===== config.mk =====
export PLATFORM = sky130hd
export DESIGN_NAME = buf512_reader
export DESIGN_NICKNAME = d
export VERILOG_FILES = /design/src/rtl/buf512_reader_pkg.sv /design/src/rtl/buf512_reader_skid2.sv /design/src/rtl/buf512_reader.sv
export SDC_FILE = /design/constraint.sdc
export NUM_CORES = 1
export LEC_CHECK = 0
export ABC_AREA = 1
export CAP_MARGIN = 30
export CELL_PAD_IN_SITES_DETAIL_PLACEMENT = 0
export CELL_PAD_IN_SITES_GLOBAL_PLACEMENT = 1
export CORE_ASPECT_RATIO = 1.25
export CORE_MARGIN = 4
export CORE_UTILIZATION = 37
export DETAILED_ROUTE_END_ITERATION = 6
export HOLD_SLACK_MARGIN = 0.03
export PLACE_DENSITY = 0.94
export SLEW_MARGIN = 20
export SYNTH_ARGS = -nofsm -noshare
export SYNTH_HDL_FRONTEND = slang
export SYNTH_SLANG_ARGS = --single-unit

===== constraint.sdc =====
create_clock -name clk -period 5.3 [get_ports clk]
set_clock_uncertainty 0.15 [all_clocks]
set_input_delay 1.325 -clock clk [delete_from_list [all_inputs] [get_ports clk]]
set_output_delay 1.325 -clock clk [all_outputs]
set_load 0.05 [all_outputs]

===== src/rtl/buf512_reader_pkg.sv =====
// Shared constants for the 512x9 line-buffer reader: address/word widths and
// the field layout of a stored word (EOP flag above the payload byte).
package buf512_reader_pkg;
  localparam int unsigned AW_DEF    = 9;
  localparam int unsigned DW_DEF    = 9;
  localparam int unsigned EOP_BIT   = 8;
  localparam int unsigned PAYLOAD_W = 8;
endpackage


===== src/rtl/buf512_reader_skid2.sv =====
// Two-entry valid/ready FIFO holding words returned by the buffer read port.
// The head entry is always in head_q so the output is a plain register.
module buf512_reader_skid2 #(
  parameter int unsigned DW = 9
) (
  input  logic          clk,
  input  logic          reset_n,
  input  logic          clr,
  input  logic          in_valid,
  input  logic [DW-1:0] in_data,
  output logic          out_valid,
  input  logic          out_ready,
  output logic [DW-1:0] out_data,
  output logic [1:0]    count
);
  logic [DW-1:0] head_q;
  logic [DW-1:0] tail_q;
  logic [1:0]    cnt_q;
  logic          push;
  logic          pop;

  assign out_valid = (cnt_q != 2'd0);
  assign out_data  = head_q;
  assign count     = cnt_q;
  assign push      = in_valid;
  assign pop       = out_valid & out_ready;

  // The caller's credit scheme guarantees push never lands on a full FIFO without a pop.
  always_ff @(posedge clk or negedge reset_n) begin
    if (!reset_n) begin
      head_q <= '0;
      tail_q <= '0;
      cnt_q  <= '0;
    end else if (clr) begin
      cnt_q <= '0;
    end else begin
      case ({push, pop})
        2'b10: begin
          if (cnt_q == 2'd0) head_q <= in_data;
          else               tail_q <= in_data;
          cnt_q <= cnt_q + 2'd1;
        end
        2'b01: begin
          head_q <= tail_q;
          cnt_q  <= cnt_q - 2'd1;
        end
        2'b11: begin
          if (cnt_q == 2'd2) begin
            head_q <= tail_q;
            tail_q <= in_data;
          end else begin
            head_q <= in_data;
          end
        end
        default: ;
      endcase
    end
  end
endmodule


===== src/rtl/buf512_reader.sv =====
// Read-side controller for a 512x9 line buffer: fetches committed words,
// buffers the 1-cycle RAM return in a 2-entry skid and streams them on valid/ready.
module buf512_reader
  import buf512_reader_pkg::*;
#(
  parameter int unsigned AW = AW_DEF,
  parameter int unsigned DW = DW_DEF
) (
  input  logic          clk,
  input  logic          reset_n,
  input  logic [AW-1:0] wr_ptr,
  input  logic          flush,
  output logic [AW-1:0] rd_addr,
  input  logic [DW-1:0] rd_data,
  output logic [AW-1:0] rd_ptr,
  output logic          out_valid,
  input  logic          out_ready,
  output logic [7:0]    out_data,
  output logic          out_last,
  output logic          empty,
  output logic [7:0]    pkt_count
);
  logic [AW-1:0] rd_ptr_q;
  logic          inflight_q;
  logic [7:0]    pkt_q;
  logic [1:0]    skid_cnt;
  logic [DW-1:0] head;
  logic          avail;
  logic          accept;
  logic          fetch;
  logic [1:0]    credit_used;

  assign rd_ptr  = rd_ptr_q;
  assign rd_addr = rd_ptr_q;
  assign avail   = (rd_ptr_q != wr_ptr);
  assign accept  = out_valid & out_ready;

  // A word leaving the skid this cycle frees its slot now, which keeps 1 word/cycle
  // sustained; skid + in-flight can never exceed the two skid entries.
  always_comb begin
    credit_used = (skid_cnt + {1'b0, inflight_q}) - {1'b0, accept};
    fetch       = avail && (credit_used < 2'd2) && !flush;
  end

  always_ff @(posedge clk or negedge reset_n) begin
    if (!reset_n) begin
      rd_ptr_q   <= '0;
      inflight_q <= 1'b0;
      pkt_q      <= '0;
    end else begin
      inflight_q <= fetch;
      if (flush)      rd_ptr_q <= wr_ptr;
      else if (fetch) rd_ptr_q <= rd_ptr_q + AW'(1);
      if (!flush && accept && out_last) pkt_q <= pkt_q + 8'd1;
    end
  end

  buf512_reader_skid2 #(.DW(DW)) u_skid (
    .clk       (clk),
    .reset_n   (reset_n),
    .clr       (flush),
    .in_valid  (inflight_q),
    .in_data   (rd_data),
    .out_valid (out_valid),
    .out_ready (out_ready & ~flush),
    .out_data  (head),
    .count     (skid_cnt)
  );

  assign out_data  = head[PAYLOAD_W-1:0];
  assign out_last  = head[EOP_BIT];
  assign empty     = !avail && !inflight_q && (skid_cnt == 2'd0);
  assign pkt_count = pkt_q;
endmodule


== Yosys cells after proc, flatten, opt, wreduce, memory -nomap -nowiden ==
Cells that the tools add are included.

* $add $sub $neg: 6
* Order comparisons: 1
* Equality and inequality tests: 8
* Multiplexer cells: 10
* Bitwise gates (word level): 4
* Reduce and logical (&&, ||, !) cells: 17

{| class="wikitable"
|+ Operators by type and width
! cell !! count
|-
| 9-bit two-way mux || 6
|-
| 9-bit case mux with 3 select lines || 1
|-
| 9-bit case mux with 2 select lines || 1
|-
| 9-bit by 1-bit adder with 9-bit output, second input constant || 1
|-
| 9-bit inequality test || 1
|-
| 8-bit by 1-bit adder with 8-bit output, second input constant || 1
|-
| 2-bit equality test, second input constant || 3
|-
| 1-bit logical AND || 6
|-
| 2-bit nonzero test || 3
|-
| 3-bit nonzero test || 2
|-
| 2-bit inequality test, second input constant || 2
|-
| 2-bit case mux with 2 select lines || 1
|-
| 4-bit AND reduction || 1
|-
| 1-bit AND || 3
|-
| 1-bit logical NOT || 3
|-
| 3-bit AND reduction || 1
|-
| 2-bit by 1-bit adder with 2-bit output || 1
|-
| 2-bit by 1-bit adder with 2-bit output, second input constant || 1
|-
| 2-bit by 1-bit equality test with 1-bit output, second input constant || 1
|-
| 2-bit logical NOT || 1
|-
| 2-bit less-than comparator, second input constant || 1
|-
| 2-bit two-way mux || 1
|-
| 2-bit by 1-bit inequality test with 1-bit output, second input constant || 1
|-
| 2-bit by 1-bit subtractor with 2-bit output || 1
|-
| other kinds (2) || 2
|}

* Flip-flop bits (word level): 38
* Output and inout bits: 37
* Logic and storage cells: 52

== Logic depth before layout (Yosys ltp) ==
* Word-level depth: 8
* Depth in mapped cells: 11

== Hierarchy ==
Synthesis repeated with hierarchy kept, for this count alone.

* Cells, all modules: 303
* Area total of the unflattened synthesis: 2257.2 um^2

{| class="wikitable"
|+ By module, submodules not included
! module !! instances !! cells each !! area each (um^2) !! sequential area each (um^2)
|-
| buf512_reader || 1 || 168 || 1234.9 || 450.4
|-
| buf512_reader_skid2 || 1 || 135 || 1022.2 || 500.5
|}

== Worst setup path after synthesis ==
No wires, ideal clock.

* Kind: input to output
* Start: input port wr_ptr[8]
* End: output port empty
* Arrival time: 2.768 ns
* Required time: 3.825 ns
* Path slack: 1.057 ns
* Stages: 8
* Cell sequence: inv_1 > nand2_1 > nand2_1 > nor2_1 > nand2_1 > nor2_1 > nand2_1 > nor3_1

* Word-level cells in the longest chain between the ends: 4

{| class="wikitable"
|+ Ends and longest elaborated chain
! item !! RTL line !! text
|-
| start, declared || buf512_reader.sv:11 || <nowiki>input logic [AW-1:0] wr_ptr,</nowiki>
|-
| 9-bit inequality test || buf512_reader.sv:35 || <nowiki>assign avail = (rd_ptr_q != wr_ptr);</nowiki>
|-
| 1-bit logical NOT || buf512_reader.sv:72 || <nowiki>assign empty = !avail && !inflight_q && (skid_cnt == 2'd0);</nowiki>
|-
| 1-bit logical AND (2 in a row) || buf512_reader.sv:72 ||
|-
| end, declared || buf512_reader.sv:20 || <nowiki>output logic empty,</nowiki>
|}

No other way between the ends.

== Final worst setup path ==
* Start: input port wr_ptr[7]
* End: output port empty

Same word-level chain as after synthesis.

==> metrics.yaml <==
outcome:
  status: "finished clean"
clock_network:
  cts_hold_buf: 0
  clk_pin_slew_ns: 0.07
  clockBufferDepth: 2
  root_buffer: "clkbuf_8"
  cts_setup_buffers: 0
  htree_num_levels: 2
  cts_buffers: 5
  cts_tree: "yes"
  cts.sinks: 38
  cts_resized: 0
  clkLatencyLatePin_ns: 0.29
worst_setup_path:
  r2r_cells: 11
  critPathLaunchType: "primary input"
  r2r_end: "rd_addr[3]$_DFFE_PN0P_"
  endpoint_kind: "primary output"
  arrival_ns: 3.23
  path_max_fanout: 3
  path_class: "primary input to primary output"
  r2r_slack_ns: 2.98
  worstPathRequired_ns: 3.83
  reg2reg_from: "u_skid.count[0]$_DFFE_PN0P_"
global_routing:
  grt_pass1_wl_um: 8710
  grt_max_degree: 39
  grt_pass1_vias: 1907
  antenna_found_initial: 0
  grt_usage_pct: 14.7
  overflow: 0
timing:
  hold_viol_final: 0
  period_share_pct: 88.7
  worst_slack_ns: 0.597
  min_period_ns: 4.70
  setup_viol: 0
  slew_violations: 0
  worst_pin_slew_ns: 0.700
  timing.setup.tns_ns: 0
  relSlewSlack_pct: 53.3
  fmax_mhz: 213
  rsz0062_at_grt: "no"
power:
  power_frac_seq_pct: 28.3
  ir_drop_v: 0.000283
  power_frac_clock_pct: 12.6
  p_sw_share_pct: 51.9
  p_comb_share_pct: 59.1
  power_density_nw_per_um2: 664
  p_leak_nw: 1.40
  p_switching_mw: 0.995
  p_int_mw: 0.921
  p_total_mw: 1.92
hold_path:
  min_path_cells: 2
  min_from: "u_skid.tail_q[6]$_DFFE_PN0P_"
  hold_end: "u_skid.tail_q[6]$_DFFE_PN0P_"
  min_path_type: "flop to flop"
floorplan:
  die_area_sq_um: 7220
  initial_utilization_pct: 37.9
  row_count: 31
  die_w_um: 76.8
  die_h_um: 94.0
  ioPinCount: 59
  core_sq_um: 5780
synth:
  syn_inst: 288
  yosysWarnings: 0
  synth-seq-cells: 38
  syn_nets: 313
  ys_seq_area_share_pct: 43.4
  syn_area_sq_um: 2190
  synth.distinct_cells: 29
  synth_area_per_cell_sq_um: 7.61
placed_design:
  io_buffers: 58
  gp_congestion: 0.871
  pre_cts_ws_ns: 0.599
  post_dp_cell_area_sq_um: 2750
  dp_hpwl_um: 3650
detailed_routing:
  viasPerCell: 4.97
  avgRoutedWirePerCell_um: 12.2
  firstDrtPassIters: 4
  wirelength_um: 4970
  drc: 0
  drt_iter0_markers: 74
  drtAntennaViolNets: 0
  vias: 2017
final_layout:
  fillerInstances: 577
  drive_above_1_share_pct: 7.35
  diodes: 0
  seq_area_sq_um: 951
  final_cell_mix: "nand2_1 (81), clkdlybuf4s50_1 (57), dfrtp_1 (38)"
  finalInstanceArea_sq_um: 2880
  multi_input_area_sq_um: 980
  mostFrequentLayoutCell: "nand2_1"
  area_growth_pct: 31.6
  fin_nets: 364
run:
  maxCapViolations: 0
[state kept, by name, summed over array words and instances, names as in the netlist]
signal,flops
pkt_count,8
u_skid.count,2
inflight_q,1
u_skid.out_data,9
u_skid.tail_q,9
rd_addr,9
[routing by layer]
| layer | part of all wire, % | GRT usage [%] | up-vias | wire, um |
|---|---|---|---|---|
| met2 | 48 | 25.2 | 51 | 2360 |
| met3 | 4.8 | 3.93 | 2 | 237 |
| li1 | - | - | 1017 | - |
| met5 | 0 | 0 | - | 0 |
| met4 | 0.34 | 3.63 | 0 | 17 |
| met1 | 47 | 18.3 | 947 | 2350 |
[kinds of logic after synthesis]
family          count (synthesis)  synth area share, %
xor+xnor                       13                 5.20
fa+ha+maj                       3                 1.71
compound gates                 51                 12.6
flops                          38                 43.4
simple gates                  127                 25.2
buf+inv                        56                 11.9
[critical path: stages]
cell	delay, ns
clkdlybuf4s50_1	0.51
inv_1	0.05
nand2_1	0.05
nand2_1	0.05
nor2_1	0.08
nand2_1	0.06
nor2_1	0.08
nand2_1	0.07
nor3_1	0.13
clkdlybuf4s50_1	0.82
[Yosys cell counts]
cell type  instances  area [sq um]
nand4_1            3          18.8
nor2_1            13          48.8
a21oi_1           10          50.1
nand3_2            2          20.0
and3_1             1          6.26
nor3_1             2          10.0
dfrtp_1           38           951
o21ai_0           17          85.1
buf_4             11          82.6
a21oi_2            2          17.5
clkinv_1           1          3.75
o22ai_1            8          50.1
a31oi_1            1          6.26
o211ai_1           1          7.51
clkbuf_1           3          11.3
nand2_1           81           304
inv_1             32           120
nor3_2             2          20.0
ha_1               3          37.5
inv_2              7          26.3
o21ai_1           12          60.1
nand2_2            1          6.26
nor2_4             1          11.3
buf_6              1          11.3
xor2_1             8          70.1
or2_1              1          6.26
buf_2              1          5.00
nand3_1           20           100
xnor2_1            5          43.8
[layout make-up]
type / instances / area share [%]
inverters: 40 / 5.21
clock buffers: 6 / 2.52
well taps: 66 / 2.86
flip-flops and latches: 38 / 33.0
clock inverters: 2 / 1.30
repair buffers: 60 / 21.2
multi-input cells: 194 / 34.0
[stage by stage]
stage,hold slack (ns),std cells,util (%)
floorplan,0.304,288,-
finish,0.340,406,49.9
detailed placement,0.327,397,47.5
global placement,0.309,397,47.5
global route,0.361,406,49.9
CTS,0.346,405,49.4
[power by group through the flow]
| stage | clock network [mW] | registers, mW | logic [mW] |
|---|---|---|---|
| after CTS | 0.251 | 0.543 | 1.14 |
| after detailed placement | 0 | 0.547 | 1.14 |
| final | 0.241 | 0.542 | 1.13 |
| after global routing | 0.266 | 0.566 | 1.22 |
| after floorplan | 0 | 0.798 | 0.579 |
| after global placement | 0 | 0.542 | 1.13 |
[worst max path at each step]
stage                    from  endpoint  cells after the start
floorplan           wr_ptr[8]     empty                      8
global placement    wr_ptr[8]     empty                     10
detailed placement  wr_ptr[7]     empty                     10
CTS                 wr_ptr[7]     empty                     10
global route        wr_ptr[7]     empty                     10
finish              wr_ptr[7]     empty                     10
No activity file was read; power rests on OpenSTA's default activity.
